$ cat src/rtl/conv_sched_pkg.sv
// Shared encodings and widths for the convolution window scheduler.
package conv_sched_pkg;
    typedef enum logic [2:0] {
        S_IDLE  = 3'd0,
        S_FETCH = 3'd1,
        S_WAITD = 3'd2,
        S_RUN   = 3'd3,
        S_STORE = 3'd4,
        S_GAP   = 3'd5
    } state_t;

    localparam int WIN_W              = 144;
    localparam int FP_W               = 16;
    localparam int DEF_GAP_CYCLES     = 2;
    localparam int DEF_TIMEOUT_CYCLES = 1024;
endpackage

$ cat src/rtl/conv_sched_if.sv
// Bundle of command, fetch, conv-unit and result signals around conv_sched.
interface conv_sched_if #(
    parameter int ADDR_W = 16,
    parameter int CNT_W  = 8
);
    import conv_sched_pkg::*;

    // cmd and res are valid/ready: a transfer happens on a clock edge where both are high;
    // valid and its payload stay stable until that edge. rd_req, rd_valid and done are one-cycle pulses.
    logic              cmd_valid;
    logic              cmd_ready;
    logic [CNT_W-1:0]  cmd_channels;
    logic [CNT_W-1:0]  cmd_kernels;
    logic [ADDR_W-1:0] cmd_base;
    logic              rd_req;
    logic [ADDR_W-1:0] rd_addr;
    logic              rd_valid;
    logic [WIN_W-1:0]  rd_im;
    logic [WIN_W-1:0]  rd_iw;
    logic [WIN_W-1:0]  conv_im;
    logic [WIN_W-1:0]  conv_iw;
    logic              conv_ready;
    logic              conv_valid;
    logic [FP_W-1:0]   conv_om;
    logic              res_valid;
    logic              res_ready;
    logic [FP_W-1:0]   res_data;
    logic [CNT_W-1:0]  res_kernel;
    logic [CNT_W-1:0]  res_channel;
    logic              done;
    logic              err;

    modport master (
        input  cmd_valid, cmd_channels, cmd_kernels, cmd_base,
        input  rd_valid, rd_im, rd_iw, conv_valid, conv_om, res_ready,
        output cmd_ready, rd_req, rd_addr, conv_im, conv_iw, conv_ready,
        output res_valid, res_data, res_kernel, res_channel, done, err
    );

    modport slave (
        output cmd_valid, cmd_channels, cmd_kernels, cmd_base,
        output rd_valid, rd_im, rd_iw, conv_valid, conv_om, res_ready,
        input  cmd_ready, rd_req, rd_addr, conv_im, conv_iw, conv_ready,
        input  res_valid, res_data, res_kernel, res_channel, done, err
    );
endinterface

$ cat src/rtl/conv_sched_idx_cnt.sv
// sched_idx_cnt: nested channel (inner) / kernel (outer) window indices and last-window flag.
module sched_idx_cnt #(
    parameter int CNT_W = 8
) (
    input  logic             clk_i,
    input  logic             rst_ni,
    input  logic             clr_i,
    input  logic             adv_i,
    input  logic [CNT_W-1:0] channels_i,
    input  logic [CNT_W-1:0] kernels_i,
    output logic [CNT_W-1:0] chan_o,
    output logic [CNT_W-1:0] kern_o,
    output logic             last_o
);
    logic [CNT_W-1:0] chan_q, chan_d;
    logic [CNT_W-1:0] kern_q, kern_d;
    logic             chan_wrap;

    assign chan_wrap = (chan_q == channels_i - CNT_W'(1));

    always_comb begin
        chan_d = chan_q;
        kern_d = kern_q;
        if (clr_i) begin
            chan_d = '0;
            kern_d = '0;
        end else if (adv_i) begin
            if (chan_wrap) begin
                chan_d = '0;
                kern_d = kern_q + CNT_W'(1);
            end else begin
                chan_d = chan_q + CNT_W'(1);
            end
        end
    end

    always_ff @(posedge clk_i) begin
        if (!rst_ni) begin
            chan_q <= '0;
            kern_q <= '0;
        end else begin
            chan_q <= chan_d;
            kern_q <= kern_d;
        end
    end

    assign chan_o = chan_q;
    assign kern_o = kern_q;
    assign last_o = chan_wrap && (kern_q == kernels_i - CNT_W'(1));
endmodule

$ cat src/rtl/conv_sched.sv
// conv_sched: fetches windows, runs them through the conv unit and hands out partial results.
// Optional watchdog on WAITD/RUN is enabled by defining CONV_SCHED_TIMEOUT_EN.
module conv_sched
    import conv_sched_pkg::*;
#(
    parameter int ADDR_W         = 16,
    parameter int CNT_W          = 8,
    parameter int GAP_CYCLES     = DEF_GAP_CYCLES,
    parameter int TIMEOUT_CYCLES = DEF_TIMEOUT_CYCLES
) (
    input  logic         clk,
    input  logic         rst_n,
    conv_sched_if.master bus,
    output state_t       dbg_state_o
);
    localparam int GAP_W = $clog2(GAP_CYCLES + 1);

    state_t            state_q, state_d;
    logic [ADDR_W-1:0] addr_q, addr_d;
    logic [WIN_W-1:0]  im_q, im_d, iw_q, iw_d;
    logic [FP_W-1:0]   res_q, res_d;
    logic [CNT_W-1:0]  nch_q, nch_d, nkr_q, nkr_d;
    logic [GAP_W-1:0]  gap_q, gap_d;
    logic              last_q, last_d;
    logic              done_q, done_d;
    logic              idx_clr, idx_adv, idx_last;
    logic [CNT_W-1:0]  idx_chan, idx_kern;

`ifdef CONV_SCHED_TIMEOUT_EN
    localparam int TMO_W = $clog2(TIMEOUT_CYCLES + 1);
    logic [TMO_W-1:0] tmo_q, tmo_d;
    logic             err_q, err_d;
`endif

    sched_idx_cnt #(.CNT_W(CNT_W)) u_idx (
        .clk_i      (clk),
        .rst_ni     (rst_n),
        .clr_i      (idx_clr),
        .adv_i      (idx_adv),
        .channels_i (nch_q),
        .kernels_i  (nkr_q),
        .chan_o     (idx_chan),
        .kern_o     (idx_kern),
        .last_o     (idx_last)
    );

    always_comb begin
        state_d = state_q;
        addr_d  = addr_q;
        im_d    = im_q;
        iw_d    = iw_q;
        res_d   = res_q;
        nch_d   = nch_q;
        nkr_d   = nkr_q;
        gap_d   = gap_q;
        last_d  = last_q;
        done_d  = 1'b0;
        idx_clr = 1'b0;
        idx_adv = 1'b0;
        unique case (state_q)
            S_IDLE: if (bus.cmd_valid) begin
                nch_d   = bus.cmd_channels;
                nkr_d   = bus.cmd_kernels;
                addr_d  = bus.cmd_base;
                idx_clr = 1'b1;
                if (bus.cmd_channels == '0 || bus.cmd_kernels == '0) done_d = 1'b1;
                else                                                  state_d = S_FETCH;
            end
            S_FETCH: state_d = S_WAITD;
            S_WAITD: if (bus.rd_valid) begin
                im_d    = bus.rd_im;
                iw_d    = bus.rd_iw;
                state_d = S_RUN;
            end
            S_RUN: if (bus.conv_valid) begin
                res_d   = bus.conv_om;
                state_d = S_STORE;
            end
            // Indices move only after the consumer has taken the result, so res_* stay stable in STORE.
            S_STORE: if (bus.res_ready) begin
                idx_adv = 1'b1;
                last_d  = idx_last;
                addr_d  = addr_q + ADDR_W'(1);
                gap_d   = '0;
                state_d = S_GAP;
            end
            S_GAP: begin
                if (gap_q == GAP_W'(GAP_CYCLES - 1)) begin
                    if (last_q) begin
                        done_d  = 1'b1;
                        state_d = S_IDLE;
                    end else begin
                        state_d = S_FETCH;
                    end
                end else begin
                    gap_d = gap_q + GAP_W'(1);
                end
            end
            default: state_d = S_IDLE;
        endcase
`ifdef CONV_SCHED_TIMEOUT_EN
        err_d = err_q;
        if ((state_q == S_WAITD || state_q == S_RUN) && state_d == state_q &&
            tmo_q == TMO_W'(TIMEOUT_CYCLES - 1)) begin
            err_d   = 1'b1;
            done_d  = 1'b1;
            state_d = S_IDLE;
        end
        // Restart on every state entry so each wait gets its own full budget.
        if (state_d != state_q)                              tmo_d = '0;
        else if (state_q == S_WAITD || state_q == S_RUN)     tmo_d = tmo_q + TMO_W'(1);
        else                                                 tmo_d = tmo_q;
`endif
    end

    always_ff @(posedge clk) begin
        if (!rst_n) begin
            state_q <= S_IDLE;
            addr_q  <= '0;
            im_q    <= '0;
            iw_q    <= '0;
            res_q   <= '0;
            nch_q   <= '0;
            nkr_q   <= '0;
            gap_q   <= '0;
            last_q  <= 1'b0;
            done_q  <= 1'b0;
        end else begin
            state_q <= state_d;
            addr_q  <= addr_d;
            im_q    <= im_d;
            iw_q    <= iw_d;
            res_q   <= res_d;
            nch_q   <= nch_d;
            nkr_q   <= nkr_d;
            gap_q   <= gap_d;
            last_q  <= last_d;
            done_q  <= done_d;
        end
    end

`ifdef CONV_SCHED_TIMEOUT_EN
    always_ff @(posedge clk) begin
        if (!rst_n) begin
            tmo_q <= '0;
            err_q <= 1'b0;
        end else begin
            tmo_q <= tmo_d;
            err_q <= err_d;
        end
    end
    assign bus.err = err_q;
`else
    assign bus.err = 1'b0;
`endif

    assign bus.cmd_ready   = (state_q == S_IDLE);
    assign bus.rd_req      = (state_q == S_FETCH);
    assign bus.rd_addr     = addr_q;
    assign bus.conv_im     = im_q;
    assign bus.conv_iw     = iw_q;
    assign bus.conv_ready  = (state_q == S_RUN);
    assign bus.res_valid   = (state_q == S_STORE);
    assign bus.res_data    = res_q;
    assign bus.res_kernel  = idx_kern;
    assign bus.res_channel = idx_chan;
    assign bus.done        = done_q;
    assign dbg_state_o     = state_q;
endmodule

$ cat src/flat_wrapper.sv
// flat-port wrapper written by rule: the top's interface ports become plain ports
module conv_sched_flat import conv_sched_pkg::*;
#(
    parameter int ADDR_W         = 16,
    parameter int CNT_W          = 8,
    parameter int GAP_CYCLES     = DEF_GAP_CYCLES,
    parameter int TIMEOUT_CYCLES = DEF_TIMEOUT_CYCLES
)
  (clk, rst_n, dbg_state_o, bus_cmd_valid, bus_cmd_channels, bus_cmd_kernels, bus_cmd_base, bus_rd_valid, bus_rd_im, bus_rd_iw, bus_conv_valid, bus_conv_om, bus_res_ready, bus_cmd_ready, bus_rd_req, bus_rd_addr, bus_conv_im, bus_conv_iw, bus_conv_ready, bus_res_valid, bus_res_data, bus_res_kernel, bus_res_channel, bus_done, bus_err);
  conv_sched_if #(.ADDR_W(ADDR_W), .CNT_W(CNT_W)) bus_i ();
  input  logic clk;
  input  logic rst_n;
  output state_t dbg_state_o;
  input wire logic [$bits(bus_i.cmd_valid)-1:0] bus_cmd_valid;
  input wire logic [$bits(bus_i.cmd_channels)-1:0] bus_cmd_channels;
  input wire logic [$bits(bus_i.cmd_kernels)-1:0] bus_cmd_kernels;
  input wire logic [$bits(bus_i.cmd_base)-1:0] bus_cmd_base;
  input wire logic [$bits(bus_i.rd_valid)-1:0] bus_rd_valid;
  input wire logic [$bits(bus_i.rd_im)-1:0] bus_rd_im;
  input wire logic [$bits(bus_i.rd_iw)-1:0] bus_rd_iw;
  input wire logic [$bits(bus_i.conv_valid)-1:0] bus_conv_valid;
  input wire logic [$bits(bus_i.conv_om)-1:0] bus_conv_om;
  input wire logic [$bits(bus_i.res_ready)-1:0] bus_res_ready;
  output wire logic [$bits(bus_i.cmd_ready)-1:0] bus_cmd_ready;
  output wire logic [$bits(bus_i.rd_req)-1:0] bus_rd_req;
  output wire logic [$bits(bus_i.rd_addr)-1:0] bus_rd_addr;
  output wire logic [$bits(bus_i.conv_im)-1:0] bus_conv_im;
  output wire logic [$bits(bus_i.conv_iw)-1:0] bus_conv_iw;
  output wire logic [$bits(bus_i.conv_ready)-1:0] bus_conv_ready;
  output wire logic [$bits(bus_i.res_valid)-1:0] bus_res_valid;
  output wire logic [$bits(bus_i.res_data)-1:0] bus_res_data;
  output wire logic [$bits(bus_i.res_kernel)-1:0] bus_res_kernel;
  output wire logic [$bits(bus_i.res_channel)-1:0] bus_res_channel;
  output wire logic [$bits(bus_i.done)-1:0] bus_done;
  output wire logic [$bits(bus_i.err)-1:0] bus_err;
  assign bus_i.cmd_valid = bus_cmd_valid;
  assign bus_i.cmd_channels = bus_cmd_channels;
  assign bus_i.cmd_kernels = bus_cmd_kernels;
  assign bus_i.cmd_base = bus_cmd_base;
  assign bus_i.rd_valid = bus_rd_valid;
  assign bus_i.rd_im = bus_rd_im;
  assign bus_i.rd_iw = bus_rd_iw;
  assign bus_i.conv_valid = bus_conv_valid;
  assign bus_i.conv_om = bus_conv_om;
  assign bus_i.res_ready = bus_res_ready;
  assign bus_cmd_ready = bus_i.cmd_ready;
  assign bus_rd_req = bus_i.rd_req;
  assign bus_rd_addr = bus_i.rd_addr;
  assign bus_conv_im = bus_i.conv_im;
  assign bus_conv_iw = bus_i.conv_iw;
  assign bus_conv_ready = bus_i.conv_ready;
  assign bus_res_valid = bus_i.res_valid;
  assign bus_res_data = bus_i.res_data;
  assign bus_res_kernel = bus_i.res_kernel;
  assign bus_res_channel = bus_i.res_channel;
  assign bus_done = bus_i.done;
  assign bus_err = bus_i.err;
  conv_sched #(.ADDR_W(ADDR_W), .CNT_W(CNT_W), .GAP_CYCLES(GAP_CYCLES), .TIMEOUT_CYCLES(TIMEOUT_CYCLES)) u_core (.clk(clk), .rst_n(rst_n), .bus(bus_i), .dbg_state_o(dbg_state_o));
endmodule
$ cat config.mk
export PLATFORM = sky130hd
export DESIGN_NAME = conv_sched_flat
export DESIGN_NICKNAME = d
export VERILOG_FILES = /design/src/rtl/conv_sched_pkg.sv /design/src/rtl/conv_sched_if.sv /design/src/rtl/conv_sched_idx_cnt.sv /design/src/rtl/conv_sched.sv /design/src/flat_wrapper.sv
export SDC_FILE = /design/constraint.sdc
export NUM_CORES = 1
export LEC_CHECK = 0
export CORE_AREA = 2 2 270 272
export CTS_BUF_LIST = sky130_fd_sc_hd__clkbuf_8 sky130_fd_sc_hd__clkbuf_16
export DETAILED_ROUTE_END_ITERATION = 6
export DIE_AREA = 0 0 272 274
export GPL_ROUTABILITY_DRIVEN = 0
export PLACE_DENSITY_LB_ADDON = 0.05
export SLEW_MARGIN = 15
export SYNTH_ARGS = -nofsm -noshare
export SYNTH_HDL_FRONTEND = slang
export SYNTH_SLANG_ARGS = --single-unit
$ cat constraint.sdc
create_clock -name clk -period 2.4 [get_ports clk]
set_clock_uncertainty 0.05 [all_clocks]
set_input_delay 0.48 -clock clk [delete_from_list [all_inputs] [get_ports clk]]
set_output_delay 0.48 -clock clk [all_outputs]
set_load 0.005 [all_outputs]
==> summary.md <==
| Metric | Value |
|---|---|
| Crit path DAT | `about 1.8 ns` |
| Max Cap Viol | `0` |
| First-pass iteration count of the detailed router | `4` |
| Post-route cell area | `24,250 sq um` |
| Nets | `around 2,800` |
| Wirelength per Cell | `18.91 um` |
| Vias | `between 10,000 and 15,000` |
| CTS tree | `built` |
| Buffers on Ports | `685` |
| Antenna viol nets, final | `0` |
| Fillcell total | `between 7,000 and 8,000` |
| Yosys reg bits | `~360` |
| DIE WIDTH | `272 um` |
| Global-route usage over all layers | `between 15 and 20%` |
| Synth unique cells | `57` |
| CTS HTree Levels | `2` |
| Synth Net Count | `~2,100` |
| Worst reg2reg setup slack | `0.21 ns` |
| Placed Area | `between 20,000 and 25,000 sq um` |
| PnR worst setup slack | `0.07949 ns` |
| Fmax | `430.9 MHz` |
| Crit Path Class | `reg2out` |
| RR Startpoint | `u_core.nch_q[0]` |
| Setup crit end | `bus_rd_req` |
| Final setup fails | `0` |
| Syn Inst Count | `1,732` |
| Layout cells sized above 1 | `6.830%` |
| Maximum VDD drop | `503.9 uV` |
| CP max stage delay | `0.55 ns` |
| Seq/Total Area, Yosys | `50.24%` |
| Initial DRC count | `roughly 580` |
| Pin count of the biggest net entering global routing | `92` |
| Initial antenna violation count | `17` |
| Top_reg_cell synth | `dfxtp_1` |
| First-pass GRT wire length | `93,610 um` |
| Post-synth EDFFs | `0` |
| Area grow syn2layout | `69.54%` |
| Crit-path max FO | `5` |
| Clock tree buffer depth | `3` |
| Switching share of power | `a little over a quarter` |
| Core ar. | `71,970 sq um` |
| Worst r2r path cells | `9` |
| IO Count | `687` |
| Comb pwr share | `18.6%` |
| Cts hold-fix bufs | `0` |
| Slew Limit Fails | `0` |
| Period utilization | `96.69%` |
| Crit. Startpoint | `u_core.dbg_state_o[2]` |
| Vias per inst | `4.143` |
| Worst-margin pin slew | `approximately 0.66 ns` |
| Leakage power | `0.008365 uW` |
| Slowest cell on the critical path | `clkdlybuf4s50_1` |
| Min Tclk post-route | `2.321 ns` |
| Die height | `around 270 um` |
| FF-to-FF End | `u_core.u_idx.kern_o[6]` |
| Residual overflow from global routing | `0` |
| DRC | `0` |
| Total CTS buffers | `47` |
| YS warnings | `0` |
| Final wirelength | `64,450 um` |
| Setup crit end kind | `primary output` |
| PwrDens | `683.0 nW/um^2` |
| Final core utilization | `33.70%` |
| Min-Delay Path Class | `in2reg` |
| Most common cell after layout, fill and taps aside | `clkdlybuf4s50_1` |
| Slew headroom | `55.42%` |
| Unrepaired setup endpoints after global routing | `false` |
| Critical Path RT | `around 1.9 ns` |
| Syn Area/Cell | `8.260 sq um` |
| Pre-CTS setup slack | `-0.08690 ns` |
| Clock transition at the registers of the reported paths | `0.05 ns` |
| Num rows | `99` |
| Initial Utilization | `about a fifth` |
| Crit start category | `flip-flop` |
| Sequential power share | `between 30% and 40%` |
| Hold Vio Cnt, Final | `0` |
| DIE AREA | `74,530 sq um` |
| Ys async rst share | `0%` |
| Internal power | `~12,000 uW` |
| Status | `completed` |
| Switch Pwr | `approximately 4400 uW` |
| Post-Syn Area | `14,310 sq um` |
| Cell breakdown of the critical path | `buf_6 > nor3b_1 > clkdlybuf4s50_1` |
| Clock sink count | `around 360` |
| HPWL after DPL | `48,620 um` |
| Number of global-route vias before repair | `14,042` |
| Clk_lat worst skew | `0.57 ns` |
| Clock Root Buffer | `clkbuf_16` |
| Most frequent cells in the layout | `clkdlybuf4s50_1, nand2_1, dfxtp_1` |
| Clk pwr share | `between 40% and 50%` |
-- kinds of logic after synthesis --
| kind of cell | synth area share, % |
|---|---|
| compound gates | 21.10 |
| xor+xnor | 1.837 |
| fa+ha+maj | 0.5247 |
| buf+inv | 3.822 |
| flops | 50.24 |
| mux | 0.2274 |
| other cells | 0.02621 |
| simple gates | 22.23 |
-- state kept, by name (all words and copies together), names as in the netlist, 2 cells and up --
name	count
u_core.bus.conv_im	144
u_core.u_idx.chan_o	8
u_core.dbg_state_o	3
u_core.bus.res_data	16
u_core.bus.rd_addr	16
u_core.u_idx.kern_o	8
u_core.gap_q	2
u_core.nch_q	8
u_core.bus.conv_iw	144
u_core.nkr_q	8
-- power groups by stage --
stage                     registers [uW]  clock network [uW]  logic [uW]
after floorplan                     6700                   0        1120
after global placement              6710                   0        3120
after detailed placement            6710                   0        3130
after CTS                           6600                7210        3130
after global routing                6650                7420        3370
final                               6600                6890        3080
-- Yosys cell counts (2+ instances only) --
library cell / number / area, sq um
clkbuf_1: 111 / 416.7
a31oi_1: 7 / 43.79
and3_1: 11 / 68.82
xnor2_1: 14 / 122.6
and2_1: 6 / 37.54
nand2b_1: 3 / 18.77
buf_6: 3 / 33.78
o211a_1: 2 / 20.02
a21oi_1: 24 / 120.1
and4_1: 4 / 35.03
buf_1: 3 / 11.26
nand3_1: 16 / 80.08
a21boi_0: 324 / 2432
buf_2: 7 / 35.03
o221a_2: 5 / 56.30
a221oi_1: 4 / 35.03
nand4_1: 7 / 43.79
o21ai_0: 22 / 110.1
nor3_1: 12 / 60.06
a41oi_1: 4 / 35.03
a211oi_1: 2 / 15.01
inv_1: 10 / 37.54
nor3b_1: 2 / 15.01
a32o_1: 2 / 20.02
nand3b_1: 2 / 15.01
nor2b_1: 5 / 31.28
ha_1: 6 / 75.07
nor4_1: 8 / 50.05
nor2_1: 36 / 135.1
xor2_1: 16 / 140.1
dfxtp_1: 359 / 7187
a22oi_1: 2 / 15.01
nand2_1: 669 / 2511
-- metal layers --
metal  up-vias  track usage (%)  share of wire [%]
met5         -                0               0.25
met4        24            6.434                3.5
met3       125            6.095                7.8
met2       380            28.91                 50
met1      6535            18.35                 39
li1       7058                -                  -
-- worst min-delay path by stage --
stage,slack [ns],startpoint,endpoint,depth (start not counted)
final,0.36,rst_n,u_core.bus.conv_iw[51],2
after global routing,0.35,rst_n,u_core.bus.conv_iw[59],2
after detailed placement,0.41,u_core.bus.conv_iw[9],u_core.bus.conv_iw[9],2
after floorplan,0.40,u_core.nkr_q[6],u_core.nkr_q[6],2
after global placement,0.40,u_core.bus.conv_im[67],u_core.bus.conv_im[67],2
after CTS,0.33,rst_n,u_core.bus.conv_iw[93],2
-- metrics by stage --
stage / TNS (ns) / hold slack, ns / power (uW) / cells
floorplan: 0 / 0.4023 / 7822 / 1732
global placement: -0.1144 / 0.3995 / 9828 / 3318
detailed placement: -0.1298 / 0.4056 / 9844 / 3318
CTS: 0 / 0.3288 / 16940 / 3402
global route: 0 / 0.3503 / 17440 / 3409
finish: 0 / 0.3591 / 16560 / 3409
-- critical path, delay by kind of cell (launching register included) --
| family | cells | cell delay [ns] |
|---|---|---|
| buffers and inverters | 2 | 0.69 |
| DFF | 1 | 0.35 |
| and+or+nand+nor | 1 | 0.19 |
-- what timing repair did --
item,4_1_cts,5_1_grt
setup buffers,1,2
pin swaps,0,2
resized for setup,11,4
endpoints found under the hold margin,0,0
endpoints found under the setup margin,4,11
-- cell type report --
| type | instances | area [sq um] | share of cell area, % |
|---|---|---|---|
| timing repair buffer | 755 | 7675 | 31.64 |
| sequential | 359 | 7193 | 29.66 |
| multi-input combinational | 1237 | 6621 | 27.30 |
| clock buffer | 63 | 1408 | 5.803 |
| tap | 959 | 1200 | 4.947 |
| clock inverter | 21 | 103.9 | 0.4282 |
| inverter | 10 | 41.29 | 0.1702 |
| antenna | 5 | 12.51 | 0.05159 |
Power figures use the tool's default switching activity.
